$ cat src/rtl/capture_gate_pkg.sv
// capture_gate_pkg: shared state encoding and status widths for the capture gate
package capture_gate_pkg;
    localparam int MISSW = 8;
    typedef enum logic [1:0] {IDLE, DELAY, OPEN} state_t;
endpackage

$ cat src/rtl/capture_gate_ctrl.sv
// capture_gate_ctrl: capture edge detect, delay/open window FSM, status and missed-trigger count
module capture_gate_ctrl
    import capture_gate_pkg::*;
#(
    parameter int NCHAN = 2,
    parameter int CNTW  = 16
) (
    input  logic             aclk,
    input  logic             aresetn,
    input  logic             capture_i,
    input  logic             abort_i,
    input  logic [CNTW-1:0]  delay_i,
    input  logic [CNTW-1:0]  length_i,
    input  logic [NCHAN-1:0] chan_en_i,
    output logic             gate_o,
    output logic             busy_o,
    output logic             done_o,
    output logic [MISSW-1:0] missed_o,
    output logic [NCHAN-1:0] chan_en_o
);
    state_t          state;
    logic [1:0]      cap_q;
    logic [CNTW-1:0] cnt;
    logic [CNTW-1:0] len_l;
    logic            trig;

    assign trig = cap_q[0] & ~cap_q[1];

    always_ff @(posedge aclk or negedge aresetn) begin
        if (!aresetn) begin
            state     <= IDLE;
            cap_q     <= '0;
            cnt       <= '0;
            len_l     <= '0;
            chan_en_o <= '0;
            gate_o    <= 1'b0;
            busy_o    <= 1'b0;
            done_o    <= 1'b0;
            missed_o  <= '0;
        end else begin
            cap_q  <= {cap_q[0], capture_i};
            done_o <= 1'b0;
            if (trig && state != IDLE && missed_o != {MISSW{1'b1}})
                missed_o <= missed_o + MISSW'(1);
            case (state)
                IDLE: if (trig) begin
                    chan_en_o <= chan_en_i;
                    len_l     <= length_i;
                    if (length_i == '0) begin
                        done_o <= 1'b1;
                    end else if (delay_i == '0) begin
                        state  <= OPEN;
                        cnt    <= length_i - CNTW'(1);
                        gate_o <= 1'b1;
                        busy_o <= 1'b1;
                    end else begin
                        state  <= DELAY;
                        cnt    <= delay_i - CNTW'(1);
                        busy_o <= 1'b1;
                    end
                end
                DELAY: if (abort_i) begin
                    state  <= IDLE;
                    busy_o <= 1'b0;
                end else if (cnt == '0) begin
                    state  <= OPEN;
                    cnt    <= len_l - CNTW'(1);
                    gate_o <= 1'b1;
                end else begin
                    cnt <= cnt - CNTW'(1);
                end
                OPEN: if (abort_i || cnt == '0) begin
                    // abort outranks expiry: only a natural end reports done
                    state  <= IDLE;
                    gate_o <= 1'b0;
                    busy_o <= 1'b0;
                    done_o <= ~abort_i;
                end else begin
                    cnt <= cnt - CNTW'(1);
                end
                default: begin
                    state  <= IDLE;
                    gate_o <= 1'b0;
                    busy_o <= 1'b0;
                end
            endcase
        end
    end
endmodule

$ cat src/rtl/axis_capture_gate.sv
// axis_capture_gate: windowed, per-channel gating of free-running AXI4-Stream ADC data
module axis_capture_gate
    import capture_gate_pkg::*;
#(
    parameter int NCHAN = 2,
    parameter int DW    = 128,
    parameter int CNTW  = 16
) (
    input  logic                aclk,
    input  logic                aresetn,
    input  logic                capture_i,
    input  logic                abort_i,
    input  logic [CNTW-1:0]     delay_i,
    input  logic [CNTW-1:0]     length_i,
    input  logic [NCHAN-1:0]    chan_en_i,
    input  logic [NCHAN*DW-1:0] s_tdata,
    input  logic [NCHAN-1:0]    s_tvalid,
    output logic [NCHAN-1:0]    s_tready,
    output logic [NCHAN*DW-1:0] m_tdata,
    output logic [NCHAN-1:0]    m_tvalid,
    output logic                gate_o,
    output logic                busy_o,
    output logic                done_o,
    output logic [MISSW-1:0]    missed_o
);
    logic [NCHAN-1:0] chan_en_l;
    logic             unused_ok;

    // ADC streams are free-running, so their valid carries no information
    assign unused_ok = ^s_tvalid;
    assign s_tready  = '1;

    capture_gate_ctrl #(.NCHAN(NCHAN), .CNTW(CNTW)) u_ctrl (
        .aclk      (aclk),
        .aresetn   (aresetn),
        .capture_i (capture_i),
        .abort_i   (abort_i),
        .delay_i   (delay_i),
        .length_i  (length_i),
        .chan_en_i (chan_en_i),
        .gate_o    (gate_o),
        .busy_o    (busy_o),
        .done_o    (done_o),
        .missed_o  (missed_o),
        .chan_en_o (chan_en_l)
    );

    always_ff @(posedge aclk or negedge aresetn) begin
        if (!aresetn) m_tvalid <= '0;
        else m_tvalid <= '1;
    end

    for (genvar n = 0; n < NCHAN; n++) begin : g_ch
        logic [DW-1:0] q;
        always_ff @(posedge aclk or negedge aresetn) begin
            if (!aresetn) q <= '0;
            else q <= (gate_o && chan_en_l[n]) ? s_tdata[n*DW +: DW] : '0;
        end
        assign m_tdata[n*DW +: DW] = q;
    end
endmodule

$ cat config.mk
export PLATFORM = sky130hd
export DESIGN_NAME = axis_capture_gate
export DESIGN_NICKNAME = d
export VERILOG_FILES = /design/src/rtl/capture_gate_pkg.sv /design/src/rtl/capture_gate_ctrl.sv /design/src/rtl/axis_capture_gate.sv
export SDC_FILE = /design/constraint.sdc
export NUM_CORES = 1
export LEC_CHECK = 0
export CORE_AREA = 2 2 219 221
export CTS_BUF_LIST = sky130_fd_sc_hd__clkbuf_16
export DETAILED_ROUTE_END_ITERATION = 16
export DIE_AREA = 0 0 221 223
export PLACE_DENSITY = 0.55
export SYNTH_ARGS = -nofsm -noshare
export SYNTH_HDL_FRONTEND = slang
export SYNTH_SLANG_ARGS = --single-unit
$ cat constraint.sdc
create_clock -name aclk -period 7.32 [get_ports aclk]
set_input_delay 1.83 -clock aclk [delete_from_list [all_inputs] [get_ports aclk]]
set_output_delay 1.83 -clock aclk [all_outputs]
set_load 0.03 [all_outputs]
==> impl_summary.txt <==
----------------------------------------------------
[Run status]
  Status ... completed

[Clock tree]
  Worst-path clk slew ... 60 ps
  Total of hold buffers inserted after clock tree synthesis ... 0
  Number of buffers added by the clock tree synthesis step ... 38
  CTS Buffer Depth ... 3
  CTS root buf ... clkbuf_16
  Post-cts resize count ... 0
  Clock tree from TritonCTS ... done
  Clock insertion delay at the later pin of the skew report ... between 500 and 600 ps
  Maximum level of the CTS H-tree ... 2
  Number of buffers inserted by post-CTS setup repair ... 0
  Number of clock sinks ... 306

[Route]
  Number of routed nets with antenna violations ... 0
  Routed Wire Length ... between 40 and 50 mm
  DRC violations left ... 0
  Number of vias per cell after detailed routing ... between 4 and 5
  Length of the first detailed-routing pass in iterations ... 5
  Wire length per cell after detailed routing ... 21.7 µm
  Vias ... 10.1k
  Detailed Route Iter0 Violations ... a little over 500

[Synthesis]
  Complex-gate fraction of the synthesized area ... 0.0666
  Synth Instances ... 1,002
  Synthesis-stage register bit count ... 306
  Netlist area before placement ... 0.0120 mm²
  Share of async-settable or async-resettable flops after synthesis ... 1.00
  Cell with the most instances after synthesis ... dfrtp_1
  Predominant post-synthesis flop cell ... dfrtp_1
  Count of different cell masters after synthesis ... 67
  Portion of netlist area occupied by mux cells ... 0.0196
  Avg Inst Size Synth ... 12.0 µm²
  Most used standard cells in the synthesized netlist ... dfrtp_1, and3_1, clkbuf_1, nand2_1, nor2_1
  EDFF count, synth ... 0
  Synth area leaders ... dfrtp_1, and3_1, clkbuf_1
  Dominant combinational cell family by area after synthesis ... simple AND/OR/NAND/NOR gates
  Post-Synth Adder-Cell Area ... 0.00834
  Fraction of synthesized cell area taken by the top area cell type ... 0.638
  Post-Synth Simple-Gate Area ... 0.217
  Largest area contributor in the synthesized netlist ... dfrtp_1
  Synthesis warning total ... 0
  Sequential share of the synthesized area ... 0.638
  XOR/XNOR Fraction of Synth Area ... 0.0204

[Pwr]
  Overall power consumption ... 6.86 mW
  Switching power ... 2.66 mW
  Part of the total power dissipated in sequential elements ... 0.339
  Internal power component ... 4.20 mW
  Worst vdd ir ... between 0.2 and 0.25 mV
  Share of total power in the clock network ... 0.254
  Relative contribution of combinational cells to total power ... 0.408
  Fraction of power spent switching nets ... 0.388
  Static power due to leakage ... slightly above 9 nW
  Pwr Density ... 355 mW/mm²

[Placement]
  # port buffers ... between 500 and 600
  Worst setup slack after placement ... 1790 ps
  Total placed cells including tap cells ... 2,112
  Routability-driven placement congestion ratio ... 0.851
  Estimated wirelength of the detail-placed design ... 34.9 mm

[Worst setup path]
  Cells on worst reg2reg path ... 8
  List of cells traversed by the critical path ... clkdlybuf4s50_1 > or4_1 > nor4_4 > a21oi_1 > ha_1 > or3b_2 > or3_1 > o21ai_0 > and3b_1 > a2111oi_0 > o31ai_1
  Max stage delay cell, worst path ... or4_1
  Max incr delay on CP ... ~760 ps
  Required arrival time at the worst endpoint ... 7690 ps
  Levels on crit path ... 11
  Critical path arrival ... between 5000 and 6000 ps
  Total buffers and inverters traversed by the critical path ... 1
  Crit Path Category ... input port to flip-flop
  Critical Path End Type ... flip-flop
  Startpoint class of the critical path ... input port
  Kind of cell with the highest combined delay on the critical path ... simple AND/OR/NAND/NOR gates
  Maximum fanout along the worst path ... 7

[Global routing]
  Number of global-route vias before repair ... 10.3k
  Maximum number of pins on one net before global-route repair ... 130
  Antenna violations before repair ... 8
  Wire length of the first global-routing pass ... 69.9 mm
  Aggregate global-route resource usage ... 0.188
  Overflow after GRT ... 0

[STA]
  Normalized max-slew margin ... 0.194
  Maximum clock frequency ... around 200 MHz
  Total Neg Setup Slack ... 0 ps
  Crit share post-route ... 0.683
  Shortest period the worst path allows ... 5000 ps
  Least setup slack across all paths after layout ... between 2000 and 2500 ps
  Setup repair after global routing missed its margin ... false
  Pin slew with the least headroom to its limit ... 1200 ps
  Max-slew violations ... 0
  Final setup violation count ... 0
  Final hold violation count ... 0
  Setup skew after layout ... ~18 ps

[Floorplan]
  Initial core utilization ... 0.255
  Die boundary height ... 223 µm
  Boundary Pins ... 567
  Standard cell core area ... 0.0471 mm²
  Total die area ... 0.0493 mm²
  Row cnt ... 80
  Die Width ... 221 µm

[Finish]
  Layout cell share with drive strength beyond 1 ... 0.0642
  Number of cells in the finished layout apart from fillers ... 2,177
  Area overhead of the layout relative to synthesis ... 61.1%
  Final standard cell utilization of the core ... 0.410
  NumNets Final ... around 1.8k

[Hold path]
  Number of cells traversed by the worst hold path ... 0
  HP Class ... flip-flop to flip-flop

[Job]
  Max-Cap Viols ... 0

----------------------------------------------------
==> layer usage <==
layer	up-vias	track usage	routed length, µm
met4	6	0.0489	928
met3	63	0.0485	2760
met1	5047	0.230	19400
met2	342	0.329	24200
met5	-	0	40
li1	4676	-	-
==> stage by stage <==
| stage | instance area, µm² | hold slack [ps] |
|---|---|---|
| after detailed placement | 18200 | 391 |
| final | 19300 | 398 |
| after CTS | 19300 | 403 |
| after global placement | 18200 | 385 |
| after global routing | 19300 | 425 |
| after floorplan | 12000 | 375 |
==> sequential cells by signal (all words and copies together) (netlist names) <==
register / count
g_ch.q: 256
m_tvalid: 1
u_ctrl.busy_o: 1
u_ctrl.cap_q: 2
u_ctrl.chan_en_o: 2
u_ctrl.cnt: 16
u_ctrl.done_o: 1
u_ctrl.gate_o: 1
u_ctrl.len_l: 16
u_ctrl.missed_o: 8
u_ctrl.state: 2
==> worst reg2reg max path, cell delays in order, from the launching register on <==
cell and delay, ps:
dfrtp_1 420, inv_1 120, ha_1 160, nor4b_1 530, and2_1 290, a21oi_1 120
o21ai_1 930, o21ai_0 290, a32oi_1 210
==> worst paths after layout <==
kind,startpoint,endpoint,slack [ps]
worst max-delay path,delay_i[3],u_ctrl.cnt[10],2320
worst min-delay path,u_ctrl.cap_q[0],u_ctrl.cap_q[1],400
worst max register to register,u_ctrl.cnt[0],u_ctrl.cnt[12],4170
worst min register to register,u_ctrl.cap_q[0],u_ctrl.cap_q[1],400
max in group asynchronous,aresetn,g_ch[1].q[31],4440
min in group asynchronous,aresetn,g_ch[1].q[11],1370
==> cell type report <==
type	count	area, µm²
Clock buffer	38	951
Inverter	8	30.0
Antenna cell	4	10.0
Multi-Input combinational cell	608	4000
Fill cell	4548	27800
Tap cell	615	769
Timing Repair Buffer	575	5730
Sequential cell	306	7670
Clock inverter	23	178
==> power by group through the flow <==
stage | clock [mW] | sequential [mW] | combinational, mW
global route | 1.87 | 2.37 | 2.99
CTS | 1.81 | 2.33 | 2.82
finish | 1.74 | 2.32 | 2.79
detailed placement | 0 | 2.35 | 2.82
global placement | 0 | 2.34 | 2.80
floorplan | 0 | 2.89 | 1.03
==> layout by cell type, fill, tap and decap left out, drive strengths merged, types with 9 or more instances in the layout <==
master         synthesis  layout
nor2                  34      34
o21ai                 17      17
mux2                  20      20
o31ai                 11      11
clkbuf                72      38
clkdlybuf4s50          0     561
nand4                  9       9
xnor2                 10      10
inv                    8      19
buf                   10      14
nor3                  18      18
xor2                  18      18
nand3                 20      20
nand2                 34      34
nor4                  20      20
dfrtp                306     306
a21oi                 18      18
and3                 260     260
==> logic make-up after synthesis <==
family                     after synthesis
and+or+nand+nor                        440
DFF                                    306
AOI/OAI and AO/OA                      108
buffers and inverters                   90
xor gates and xnor gates                28
muxes                                   21
adders and majority gates                8
other                                    1
(Power assumes the default switching activity.)
